===== src/rtl/imem_loader.sv =====
// imem_loader: byte-stream program loader for the instruction memory.
// Stream: 16-bit LE word count N, N LE 32-bit words, XOR checksum of data bytes.
// The core is held (cpu_run_o = 0) until a complete image passes its checksum.
module imem_loader #(
  parameter int DEPTH = 512,
  parameter int AW    = 9
) (
  input  logic          clk_i,
  input  logic          rst_n_i,
  input  logic          start_i,
  input  logic          byte_valid_i,
  input  logic [7:0]    byte_data_i,
  output logic          byte_ready_o,
  output logic          imem_we_o,
  output logic [AW-1:0] imem_addr_o,
  output logic [31:0]   imem_wdata_o,
  output logic          cpu_run_o,
  output logic          busy_o,
  output logic          done_o,
  output logic          err_o
);

  typedef enum logic [2:0] {
    S_IDLE, S_HDR0, S_HDR1, S_DATA, S_WRITE, S_CHK, S_DONE, S_ERR
  } state_e;

  state_e        state_q;
  logic [15:0]   n_q;
  logic [AW-1:0] idx_q;
  logic [1:0]    k_q;
  logic [7:0]    xor_q;
  logic          ready_q, we_q, run_q, busy_q, done_q, err_q;
  logic [31:0]   wdata_q;

  logic          acc_d;
  logic [15:0]   n_hdr_d;
  logic [15:0]   idx_inc_d;

  assign acc_d     = byte_valid_i & ready_q;
  assign n_hdr_d   = {byte_data_i, n_q[7:0]};
  // Widened so that an image of exactly DEPTH words is detected without wrapping.
  assign idx_inc_d = 16'(idx_q) + 16'd1;

  // Loader FSM; every output is a register updated alongside the state.
  always_ff @(posedge clk_i) begin
    if (!rst_n_i) begin
      state_q <= S_IDLE;
      n_q     <= '0;
      idx_q   <= '0;
      k_q     <= '0;
      xor_q   <= '0;
      ready_q <= 1'b0;
      we_q    <= 1'b0;
      wdata_q <= '0;
      run_q   <= 1'b0;
      busy_q  <= 1'b0;
      done_q  <= 1'b0;
      err_q   <= 1'b0;
    end else begin
      we_q <= 1'b0;
      case (state_q)
        S_IDLE, S_DONE, S_ERR: begin
          if (start_i) begin
            state_q <= S_HDR0;
            busy_q  <= 1'b1;
            ready_q <= 1'b1;
            done_q  <= 1'b0;
            err_q   <= 1'b0;
            run_q   <= 1'b0;
            n_q     <= '0;
            idx_q   <= '0;
            k_q     <= '0;
            xor_q   <= '0;
          end
        end
        S_HDR0: begin
          if (acc_d) begin
            n_q[7:0] <= byte_data_i;
            state_q  <= S_HDR1;
          end
        end
        S_HDR1: begin
          if (acc_d) begin
            n_q <= n_hdr_d;
            if (n_hdr_d > 16'(DEPTH)) begin
              // Oversize image is rejected before anything is written.
              state_q <= S_ERR;
              ready_q <= 1'b0;
              busy_q  <= 1'b0;
              err_q   <= 1'b1;
            end else if (n_hdr_d == 16'd0) begin
              state_q <= S_CHK;
            end else begin
              state_q <= S_DATA;
            end
          end
        end
        S_DATA: begin
          if (acc_d) begin
            wdata_q[{k_q, 3'b000} +: 8] <= byte_data_i;
            xor_q <= xor_q ^ byte_data_i;
            k_q   <= k_q + 2'd1;
            if (k_q == 2'd3) begin
              state_q <= S_WRITE;
              ready_q <= 1'b0;
              we_q    <= 1'b1;
            end
          end
        end
        S_WRITE: begin
          ready_q <= 1'b1;
          // Index is held on the last word so the address never wraps.
          if (idx_inc_d == n_q) begin
            state_q <= S_CHK;
          end else begin
            idx_q   <= idx_q + 1'b1;
            state_q <= S_DATA;
          end
        end
        S_CHK: begin
          if (acc_d) begin
            ready_q <= 1'b0;
            busy_q  <= 1'b0;
            if (byte_data_i == xor_q) begin
              state_q <= S_DONE;
              done_q  <= 1'b1;
              run_q   <= 1'b1;
            end else begin
              state_q <= S_ERR;
              err_q   <= 1'b1;
            end
          end
        end
        default: state_q <= S_IDLE;
      endcase
    end
  end

  assign byte_ready_o = ready_q;
  assign imem_we_o    = we_q;
  assign imem_addr_o  = idx_q;
  assign imem_wdata_o = wdata_q;
  assign cpu_run_o    = run_q;
  assign busy_o       = busy_q;
  assign done_o       = done_q;
  assign err_o        = err_q;

endmodule


===== config.mk =====
export PLATFORM = sky130hd
export DESIGN_NAME = imem_loader
export DESIGN_NICKNAME = d
export VERILOG_FILES = /design/src/rtl/imem_loader.sv
export SDC_FILE = /design/constraint.sdc
export NUM_CORES = 1
export LEC_CHECK = 0
export ABC_AREA = 1
export CORE_ASPECT_RATIO = 0.7
export CORE_MARGIN = 2
export CORE_UTILIZATION = 50
export CTS_CLUSTER_SIZE = 12
export DETAILED_ROUTE_END_ITERATION = 16
export GPL_ROUTABILITY_DRIVEN = 1
export GPL_TIMING_DRIVEN = 0
export PLACE_DENSITY = 0.75
export SYNTH_ARGS = -nofsm -noshare
export SYNTH_HDL_FRONTEND = slang
export SYNTH_SLANG_ARGS = --single-unit
export TNS_END_PERCENT = 50

===== constraint.sdc =====
create_clock -name clk_i -period 3.19 [get_ports clk_i]
set_input_delay 0.319 -clock clk_i [delete_from_list [all_inputs] [get_ports clk_i]]
set_output_delay 0.319 -clock clk_i [all_outputs]
set_load 0.05 [all_outputs]

==> metrics.txt, run 1 <==
RSZ-0062 raised after global routing no; Worst-Margin Slew just under 700 ps; initial antenna violation count 0; Post-Route WL 10.9 mm; final setup vio count 0; met2 Use GR 0.368; Post-Synthesis Cells 530; met3 Usage GRT 0.0597; syn avg cell area about 7.3 sq um; synth top area cells dfxtp_1 (39%), nand2_1 (12%), a21oi_1 (8.9%); Top Ports 59; CP Max Fanout 10; WL/cell 15.6 um; port bufs 53; Clock transition at path regs 80 ps; clk buf depth 2; later-pin clock latency in the skew report 360 ps; die span in x 109 um; die height between 70 and 80 um; post-synthesis cell type count 36; Hold Path Cell Cnt 3; Synth top area share 0.386; H-tree lvl count 3; largest net degree at the start of global routing 14; Initial Utilization 0.524; Final ANT Viol Nets 0; R2R cell count 7; Syn Nets 549; status completed; YS warnings 0; number of gates resized after cts 0; DP HPWL 7.96 mm; GRT overflow 0; final instance area around 4800 sq um; vias in the first global route 3484; CTS tree built; Primary FF master, synth dfxtp_1; DR iter-0 viols 280; Synth Cell Area 3890 sq um; Nets between 600 and 700; r2r setup slk 740 ps; dpl cell area approximately 4500 sq um; Max stage delay on crit path 410 ps; clk sink count 75; Total Routing Usage GR 0.272; routability cong. between 1 and 1.5; ANT cells 0; Crit Path Category reg2reg; clk root buf clkbuf_8; post-synthesis async set-or-reset flop share 0; global-route wire length before repair 17.8 mm; die area 8510 sq um; final hold vios 0; DRC 0; Slew headroom 0.538; most frequent cells after synthesis nand2_1 (125), dfxtp_1 (75), a21oi_1 (69); Vias just under 4000; met1 Resource Use GR 0.433; Final min period 2450 ps; Final TNS setup 0 ps; flops & latches, synth 75; Seq/Total Area, Yosys 0.386; busiest grt layer met1; CP required between 3000 and 4000 ps; Cells after DPL 681; Max Clock Freq 409 MHz; Cell Chain, Critical Path clkbuf_1 -> inv_1 -> ha_1 -> clkbuf_1 -> inv_1 -> or3_1 -> a21oi_1; CP Launch Type register; EDFF count, synth 0; Overall Power 3460 uW; Max Clock Skew 12.2 ps; crit path max-delay cell type or3_1; Critical Path AT between 2000 and 3000 ps; Fin Hold WS 453 ps; detailed-router iteration count before antenna repair 7; worst min path class in2reg; Tcrit/Tclk final 0.767; Pleak around 0.0018 uW; area grow syn2layout 22.3%; Setup Fix Bufs, Post-CTS 0; Cell Count, Final, Fillers Out 696; fraction of layout cells with a size suffix above 1 0.102; Core Area 7420 sq um; Cell Pwr Density 727 nW/um^2; Max Transition Viols Final 0; Post-CTS Hold Buffers 0; TritonCTS buffer count 9; VDD IR max approximately 560 uV; vias per cell ~5.5; Max Cap Violations 0; area leader, netlist dfxtp_1; crit end category register; top-count cell post-synth nand2_1; row cnt 26
-- sequential cells by signal, indices dropped and copies added, names as in the netlist --
name,cells
err_o,1
state_q,3
imem_we_o,1
byte_ready_o,1
xor_q,8
done_o,1
imem_addr_o,9
k_q,2
n_q,16
busy_o,1
imem_wdata_o,32
-- metal layers --
layer,wire length (um),vias up
li1,-,1902
met1,5460,1757
met2,4420,179
met3,933,13
met4,82,0
met5,0,-
-- critical path: cells and delay by family, from the launching register on --
kind / cells / cell delay [ps]
and+or+nand+nor: 1 / 410
buffers and inverters: 4 / 1040
AOI/OAI and AO/OA: 1 / 140
adders and majority gates: 1 / 380
DFF: 1 / 400
-- report_power, final --
group	internal (uW)	total (uW)	switching [uW]	leakage, uW
clock	437	811	374	0.000102
sequential	1030	1120	87.2	0.000607
combinational	507	1530	1020	0.00107
-- cell type report --
type                            instances  area, sq um
Sequential cell                        75         1500
Clock buffer                            9          124
Fill cell                             706         2660
Tap cell                               98          123
Clock inverter                          6         88.8
Buffer                                 27          173
Inverter                               40          150
Timing Repair Buffer                   53          531
Multi-Input combinational cell        388         2060
-- through the flow --
step | util | setup WS [ps]
finish | 0.641 | 745
global placement | 0.612 | 879
global route | 0.641 | 563
floorplan | - | 980
detailed placement | 0.612 | 781
CTS | 0.641 | 759
-- placed cells by master, fill, tap and decap left out, types with 3 or more instances in the layout --
cell type,Yosys,routed
buf_6,7,7
nand3_1,35,35
nor2_1,35,35
nand2_4,3,3
a21oi_2,8,8
or4_1,5,5
or3_1,21,21
xor2_1,7,7
nand2_1,125,125
inv_2,5,5
a211oi_1,10,10
clkdlybuf4s50_1,0,53
nor3_1,3,3
clkbuf_1,16,16
nand4_1,19,19
nand2_2,11,11
clkbuf_8,0,9
dfxtp_1,75,75
ha_1,7,7
inv_1,33,33
nand3b_1,7,7
o21ai_0,7,7
nor2_2,3,3
a21oi_1,69,69
-- path summary, 6_finish.rpt --
path,from,endpoint
hold / removal,byte_data_i[5],imem_wdata_o[5]
setup reg to reg,k_q[0],imem_wdata_o[8]
setup / recovery,k_q[0],imem_wdata_o[8]
hold reg to reg,err_o,err_o
-- kinds of logic (layout without fill, tap and decap cells) --
group / Yosys count / in the layout / synth area share
XOR/XNOR: 10 / 10 / 0.0261
adder cells (fa/ha/maj): 7 / 7 / 0.0225
buffers and inverters: 67 / 135 / 0.0830
AO/OA/AOI/OAI: 96 / 96 / 0.140
flip-flops: 75 / 75 / 0.386
AND/OR/NAND/NOR: 275 / 275 / 0.342
No activity file was read; power rests on OpenSTA's default activity.
==> inputs of run 2 (changes only) <==
==> constraint.sdc (replaced) <==
create_clock -name clk_i -period 2.5 [get_ports clk_i]
set_input_delay 0.25 -clock clk_i [delete_from_list [all_inputs] [get_ports clk_i]]
set_output_delay 0.25 -clock clk_i [all_outputs]
set_load 0.05 [all_outputs]
==> metrics.txt, run 2 (synthesized netlist as in run 1, its figures left out) <==
H-tree lvl count 3 (unchanged); Largest register FFs 32 (unchanged); Initial Utilization 0.524 (unchanged); Final ANT Viol Nets 0 (unchanged); DP HPWL 7.96 mm (unchanged); Critical Path AT 2600 ps (-130 ps); final hold vios 0 (unchanged); row cnt 26 (unchanged); hold worst-path end n_q[13]; Clock transition at path regs 90 ps (about the same); fraction of layout cells with a size suffix above 1 0.107 (+0.00502); CTS tree built; Total Routing Usage GR 0.272 (unchanged); r2r setup slk 180 ps (-560 ps); worst min path class in2reg; largest net degree at the start of global routing 14 (unchanged); die span in x 109 um (unchanged); Post-CTS Hold Buffers 0 (unchanged); post-layout util 0.642 (+0.00135); clk sink count 75 (unchanged); Tcrit/Tclk final 0.927 (+0.161); commonest non-fill, non-tap cell in the layout nand2_1; Final min period 2320 ps (-127 ps); Pleak 0.00179 uW (+0.28%); Nets 613 (unchanged); Final TNS setup 0 ps (unchanged); RSZ-0062 raised after global routing yes; Vias 3886 (+0.91%); ANT cells 0 (unchanged); routability cong. 1.01 (unchanged); Max Clock Skew 14.3 ps (+2.13 ps); crit end category register; Slew headroom 0.544 (+0.00629); Cell Chain, Critical Path clkbuf_1 -> inv_1 -> ha_1 -> clkbuf_2 -> inv_1 -> or3_1 -> a21oi_1; CP Max Fanout 10 (unchanged); later-pin clock latency in the skew report 360 ps (about the same); TritonCTS buffer count 9 (unchanged); R2R cell count 7 (unchanged); Core Area 7420 sq um (unchanged); Worst-Margin Slew 683 ps (-9.44 ps); global-route wire length before repair 17.8 mm (unchanged); vias per cell 5.58 (+0.91%); clk buf depth 2 (unchanged); Max stage delay on crit path 400 ps (about the same); detailed-router iteration count before antenna repair 5 (-2); port bufs 53 (unchanged); Max Clock Freq 431 MHz (+5.5%); Post-Route WL 10.9 mm (about the same); Crit Path Category reg2reg; Fin Hold WS 395 ps (-57.4 ps); Filler Cell Count 708 (+0.28%); Overall Power 4440 uW (+28%); most frequent cells in the layout nand2_1 (125), dfxtp_1 (74), a21oi_1 (69); die area 8510 sq um (unchanged); final instance area 4760 sq um (+0.21%); most used cell along the critical path inv_1; Top Ports 59 (unchanged); area grow syn2layout 22.5%; crit path max-delay cell type dfxtp_1; vias in the first global route 3484 (unchanged); clk root buf clkbuf_8; FF-to-FF Start k_q[0]; CP Launch Type register; worst r2r dst imem_wdata_o[8]; DR iter-0 viols 313 (+12%); Hold Path Cell Cnt 3 (unchanged); Max Transition Viols Final 0 (unchanged); VDD IR max 727 uV (+29%); DRC 0 (unchanged); die height 77.8 um (unchanged); Cell Pwr Density 932 nW/um^2 (+28%); WL/cell 15.6 um (about the same); dpl cell area 4540 sq um (unchanged); CP required 2790 ps (-690 ps); Max Cap Violations 0 (unchanged); initial antenna violation count 0 (unchanged); final setup vio count 0 (unchanged); GRT overflow 0 (unchanged); status completed; worst hold start byte_data_i[5]
[run 2: cell types whose count changed in the layout (fill, tap and decap cells not counted)]
| cell | previous run | this run |
|---|---|---|
| clkbuf_1 | 16 | 15 |
| clkbuf_2 | 0 | 1 |
| dfxtp_1 | 75 | 74 |
| dfxtp_2 | 0 | 1 |
| nand2_2 | 11 | 10 |
| nand2_4 | 3 | 4 |
| nor2_1 | 35 | 34 |
| nor2_2 | 3 | 4 |
[run 2: power breakdown]
group / internal (uW) / total (uW) / switching [uW] / leakage, uW
combinational: 657 / 1970 / 1320 / 0.00108
clock: 558 / 1040 / 482 / 0.000102
sequential: 1310 / 1420 / 111 / 0.000608
[run 2: what timing repair did]
action,CTS,global route
endpoints found under the setup margin,0,23
gates resized for setup,0,5
endpoints found under the hold margin,0,0
setup buffers,0,0
[run 2: worst max path at each step]
stage	slack, ps	end	cells after the start	start
6_report	180	imem_wdata_o[8]	7	k_q[0]
5_1_grt	-10	state_q[1]	14	imem_addr_o[1]
4_1_cts	70	imem_wdata_o[8]	7	k_q[0]
3_5_place_dp	90	imem_wdata_o[8]	7	k_q[0]
3_3_place_gp	190	imem_wdata_o[8]	7	k_q[0]
2_1_floorplan	290	state_q[1]	14	imem_addr_o[1]
[run 2: metal layers]
metal  part of all wire  GRT usage  routed length, um  vias up
li1                   -          -                  -     1897
met1               0.50      0.433               5470     1788
met2               0.40      0.368               4400      181
met3              0.084     0.0597                914       20
met4             0.0096     0.0544                105        0
met5                  0          0                  0        -
[run 2: metrics by stage]
stage	instances	worst slack, ps
after floorplan	530	290
after global placement	681	189
after detailed placement	681	90.8
after CTS	696	68.6
after global routing	696	-13.1
final	696	182
[run 2: cell type report]
cell class	instances	area, sq um	share of cell area
multi-input cells	388	2070	0.435
flip-flops and latches	75	1500	0.315
repair buffers	53	531	0.111
plain buffers	27	174	0.0365
inverters	40	150	0.0315
clock buffers	9	124	0.0260
well taps	98	123	0.0257
clock inverters	6	88.8	0.0186
[run 2: critical path: cells and delay by family (launching register included)]
kind,cells,cell delay (ps)
buf+inv,4,920
flops,1,400
fa+ha+maj,1,390
simple gates,1,390
compound gates,1,140
